`src/rtl/mem_arbiter.sv`:
```
// Two-port (fetch / data) to single request-ack memory bus arbiter with data priority and a fetch starvation guard.
// Optional bus timeout with error response: define MEM_ARB_TIMEOUT_EN.
module mem_arbiter #(
    parameter int unsigned STARVE_LIMIT   = 4,
    parameter int unsigned TIMEOUT_CYCLES = 255
) (
    input  logic        iClk,
    input  logic        nRst,
    input  logic        iIReq,
    input  logic [31:0] iIAddr,
    output logic        oIAck,
    output logic [31:0] oIRdata,
    output logic        oIErr,
    input  logic        iDReq,
    input  logic        iDWe,
    input  logic [31:0] iDAddr,
    input  logic [31:0] iDWdata,
    input  logic [3:0]  iDBe,
    output logic        oDAck,
    output logic [31:0] oDRdata,
    output logic        oDErr,
    output logic        oMReq,
    output logic        oMWe,
    output logic [31:0] oMAddr,
    output logic [31:0] oMWdata,
    output logic [3:0]  oMBe,
    input  logic        iMAck,
    input  logic [31:0] iMRdata
);

    typedef enum logic [1:0] {
        IDLE   = 2'd0,
        BUSY_I = 2'd1,
        BUSY_D = 2'd2
    } state_e;

    state_e      state_q;
    logic [3:0]  starve_q;
    logic        oIAck_q, oDAck_q, oMReq_q, oMWe_q;
    logic [31:0] oIRdata_q, oDRdata_q, oMAddr_q, oMWdata_q;
    logic [3:0]  oMBe_q;
    logic        i_elig_d, d_elig_d, grant_d_d, grant_i_d;

    // A port still showing its acknowledge has not yet had a chance to drop its request.
    always_comb begin
        i_elig_d  = iIReq && !oIAck_q;
        d_elig_d  = iDReq && !oDAck_q;
        grant_d_d = d_elig_d && (!i_elig_d || ({28'd0, starve_q} < STARVE_LIMIT));
        grant_i_d = !grant_d_d && i_elig_d;
    end

`ifdef MEM_ARB_TIMEOUT_EN
    logic [7:0] tmo_q;
    logic       oIErr_q, oDErr_q;
    logic       unused_ok;
    assign unused_ok = ^{iIAddr[1:0], iDAddr[1:0]};
`else
    logic unused_ok;
    assign unused_ok = ^{iIAddr[1:0], iDAddr[1:0], TIMEOUT_CYCLES};
`endif

    always_ff @(posedge iClk or negedge nRst) begin
        if (!nRst) begin
            state_q   <= IDLE;
            starve_q  <= '0;
            oIAck_q   <= 1'b0;
            oDAck_q   <= 1'b0;
            oIRdata_q <= '0;
            oDRdata_q <= '0;
            oMReq_q   <= 1'b0;
            oMWe_q    <= 1'b0;
            oMAddr_q  <= '0;
            oMWdata_q <= '0;
            oMBe_q    <= '0;
`ifdef MEM_ARB_TIMEOUT_EN
            tmo_q     <= '0;
            oIErr_q   <= 1'b0;
            oDErr_q   <= 1'b0;
`endif
        end else begin
            oIAck_q <= 1'b0;
            oDAck_q <= 1'b0;
`ifdef MEM_ARB_TIMEOUT_EN
            oIErr_q <= 1'b0;
            oDErr_q <= 1'b0;
`endif
            case (state_q)
                IDLE: begin
`ifdef MEM_ARB_TIMEOUT_EN
                    tmo_q <= '0;
`endif
                    if (grant_d_d) begin
                        oMReq_q   <= 1'b1;
                        oMWe_q    <= iDWe;
                        oMAddr_q  <= {iDAddr[31:2], 2'b00};
                        oMWdata_q <= iDWdata;
                        oMBe_q    <= iDBe;
                        state_q   <= BUSY_D;
                        if (!iIReq)
                            starve_q <= '0;
                        else if (starve_q != 4'hF)
                            starve_q <= starve_q + 4'd1;
                    end else if (grant_i_d) begin
                        oMReq_q  <= 1'b1;
                        oMWe_q   <= 1'b0;
                        oMAddr_q <= {iIAddr[31:2], 2'b00};
                        oMBe_q   <= 4'hF;
                        state_q  <= BUSY_I;
                        starve_q <= '0;
                    end
                end
                BUSY_I, BUSY_D: begin
                    if (iMAck) begin
                        oMReq_q <= 1'b0;
                        state_q <= IDLE;
                        if (state_q == BUSY_I) begin
                            oIRdata_q <= iMRdata;
                            oIAck_q   <= 1'b1;
                        end else begin
                            oDRdata_q <= oMWe_q ? '0 : iMRdata;
                            oDAck_q   <= 1'b1;
                        end
`ifdef MEM_ARB_TIMEOUT_EN
                    end else if (tmo_q == 8'(TIMEOUT_CYCLES - 1)) begin
                        oMReq_q <= 1'b0;
                        state_q <= IDLE;
                        if (state_q == BUSY_I) begin
                            oIRdata_q <= '0;
                            oIAck_q   <= 1'b1;
                            oIErr_q   <= 1'b1;
                        end else begin
                            oDRdata_q <= '0;
                            oDAck_q   <= 1'b1;
                            oDErr_q   <= 1'b1;
                        end
                    end else begin
                        tmo_q <= tmo_q + 8'd1;
`endif
                    end
                end
                default: state_q <= IDLE;
            endcase
        end
    end

    assign oIAck   = oIAck_q;
    assign oIRdata = oIRdata_q;
    assign oDAck   = oDAck_q;
    assign oDRdata = oDRdata_q;
    assign oMReq   = oMReq_q;
    assign oMWe    = oMWe_q;
    assign oMAddr  = oMAddr_q;
    assign oMWdata = oMWdata_q;
    assign oMBe    = oMBe_q;
`ifdef MEM_ARB_TIMEOUT_EN
    assign oIErr   = oIErr_q;
    assign oDErr   = oDErr_q;
`else
    assign oIErr   = 1'b0;
    assign oDErr   = 1'b0;
`endif

endmodule

```
`config.mk`:
```
export PLATFORM = sky130hd
export DESIGN_NAME = mem_arbiter
export DESIGN_NICKNAME = d
export VERILOG_FILES = /design/src/rtl/mem_arbiter.sv
export SDC_FILE = /design/constraint.sdc
export NUM_CORES = 1
export LEC_CHECK = 0
export CELL_PAD_IN_SITES_DETAIL_PLACEMENT = 1
export CELL_PAD_IN_SITES_GLOBAL_PLACEMENT = 1
export CORE_MARGIN = 3
export CORE_UTILIZATION = 29
export CTS_BUF_LIST = sky130_fd_sc_hd__clkbuf_4 sky130_fd_sc_hd__clkbuf_8
export DETAILED_ROUTE_END_ITERATION = 7
export GPL_ROUTABILITY_DRIVEN = 0
export PLACE_DENSITY = 0.84
export SYNTH_ARGS = -nofsm -noshare
export SYNTH_HDL_FRONTEND = slang
export SYNTH_SLANG_ARGS = --single-unit
```
`constraint.sdc`:
```
create_clock -name iClk -period 1.45 [get_ports iClk]
set_input_delay 0.3625 -clock iClk [delete_from_list [all_inputs] [get_ports iClk]]
set_output_delay 0.3625 -clock iClk [all_outputs]
set_load 0.1 [all_outputs]
```
==> impl_metrics.tcl <==
set metrics [dict create \
    routedWlPerCell_um 28.1 \
    cts_buffers 17 \
    seq_area_frac_synth_pct 59.7 \
    grt_max_degree 34 \
    dp_cells 1042 \
    ys_ff_latch 140 \
    synthFlopType "dfrtp_1" \
    antenna_cells 0 \
    cts_root_buffer "clkbuf_8" \
    drc 0 \
    core_mm2 0.0197 \
    drive_gt1_share_pct 58.3 \
    synthCells 504 \
    ff2ff_setup_slack_ps -220 \
    area_delta_synth_final_pct 121 \
    grt_usage_pct 27.0 \
    synth_edf_count 0 \
    crit_buf_inv 3 \
    setup_violations 174 \
    crit_start "iIReq" \
    async_flop_share_pct 100 \
    cts_sinks 140 \
    hpwl_mm 17.6 \
    grt_pass1_wl_mm 44.0 \
    crit_path_start_kind "input pin" \
    first_pass_iters 4 \
    finalNetCount 1057 \
    timing.critical_path.cells "clkdlybuf4s50_1, buf_4, nor2b_2, o21ai_4, buf_12, a21oi_1, a21oi_2" \
    multi_input_area_mm2 0.00295 \
    fp.dieW_um 148 \
    layout_setup_ws_ps -224 \
    holdWs_ps 343 \
    synth_common_cells "dfrtp_1 (140), nand2_1 (65), a21oi_1 (62)" \
    worstSkewPairLatency_ps 470 \
    crit_path_top_delay_cell "clkdlybuf4s50_1" \
    drt-total-wl_mm 33.6 \
    avgSynthCellArea_um2 11.7 \
    critPathTopFamily "buffers and inverters" \
    fin_crit_sh_pct 115 \
    rsz0062_at_grt "yes" \
    htree_levels 4 \
    fmax_ghz 0.597 \
    cts_tree "done" \
    grt_pass1_vias 6708 \
    num_vias 5959 \
    status "finished, violations left" \
    cp-end-kind "flip-flop" \
    dieHeight_um 148 \
    antenna_found_initial 0 \
    synth_top_area_cell "dfrtp_1" \
    critical_path_class "in -> reg" \
    yosysTopAreaCellShare_pct 59.7 \
    die_area_mm2 0.0220 \
    r2r_start "oDAck" \
    fin_cells 1194 \
    period_needed_ps 1670 \
    failed_checks "negative setup slack" \
    syn_area_mm2 0.00587 \
    drtIter0Drc 267 \
    arrival_ps 2000 \
    fillers 1829 \
    port_buffers 267 \
    rows 51 \
    synthDistinctLibCells 36 \
    fin_skew_ps 25.0 \
    viasPerCell 4.99 \
    clockBufferDepth 2 \
    required_ps 1780 \
    grt_overflow 0 \
    holdCritPathClass "in -> async" \
    slew_violations 0 \
    cts.clk_slew.worst_paths_ps 110 \
    regArea_mm2 0.00353 \
    critPathMaxFanout 26 \
    slowest_delay_ps 530 \
    ant_nets 0 \
    maxCapViolations 0 \
    synthMostInstantiatedCell "dfrtp_1" \
    final-hold-violation-count 0 \
    yosysWarnings 0 \
    synth.area.top_cells "dfrtp_1 (60%), mux2_2 (7.5%), mux2_4 (6.6%)" \
    initial_core_util_pct 29.9 \
    ioPinCount 276 \
]
-- cell type report --
cell class	count	area share [%]
Sequential cell	140	27.2
Clock inverter	12	1.23
Multi-Input combinational cell	328	22.7
Timing Repair Buffer	425	44.2
Clock buffer	20	2.02
Inverter	4	0.116
Tap cell	265	2.55
-- worst paths after layout --
check / end / cells past startpoint
min: oIRdata[31] / 2
max in group asynchronous: oMReq / 3
max: oMAddr[20] / 7
min reg2reg: oDRdata[10] / 2
min in group iClk: oMAddr[30] / 3
max reg2reg: oMAddr[20] / 6
-- through the flow --
stage	setup TNS, ps	utilization [%]	setup slack (ps)	area (um^2)
after floorplan	-16060	-	-329	5910
after global placement	-45440	53.4	-563	10500
after detailed placement	-52190	53.4	-642	10500
after CTS	-13170	62.6	-181	12300
after global routing	-27540	66.0	-268	13000
final	-15370	66.0	-224	13000
-- cells by family (layout without fill, tap and decap cells) --
| kind of cell | count (synthesis) | after routing | share of synthesized area [%] |
|---|---|---|---|
| compound gates | 114 | 114 | 10.6 |
| fa+ha+maj | 3 | 3 | 0.639 |
| buf+inv | 39 | 461 | 3.64 |
| flops | 140 | 140 | 59.7 |
| mux | 65 | 65 | 14.1 |
| other cells | 1 | 4 | 0.0639 |
| simple gates | 142 | 142 | 11.2 |
-- registers in the layout (all words and copies together), names as in the netlist --
register,cells
oDRdata,32
oIAck,1
oMAddr,30
state_q,2
oMWe,1
oDAck,1
oMBe,4
oIRdata,32
oMWdata,32
oMReq,1
starve_q,4
-- metal layers --
metal	share of wire [%]	global-route usage, %	vias up
li1	-	-	2525
met3	7.9	10.9	76
met4	3.9	9.33	0
met5	0	0	-
met2	55	51.5	281
met1	33	26.3	3077
-- placed cells by master, fill, tap and decap left out, drive strengths merged, types with 4 or more instances in the layout --
cell type      instances
a21oi                 62
nand2b                35
nand2                 66
o22a                   4
o21ai                 37
dfrtp                140
clkbuf                24
nor2                  33
clkinvlp               4
inv                    8
mux2                  65
clkdlybuf4s50        132
conb                   4
buf                  288
-- what timing repair did --
| item | 4_1_cts | 5_1_grt |
|---|---|---|
| cloned | 13 | 4 |
| hold buffers | 1 | 0 |
| pin swaps | 31 | 18 |
| endpoints found under the hold margin | 27 | 0 |
| setup buffers | 63 | 50 |
| resized for setup | 176 | 120 |
| setup endpoints to repair | 231 | 265 |
Power is not shown: default switching activity piles up to over one toggle a cycle in this logic, so the estimate is an artifact.
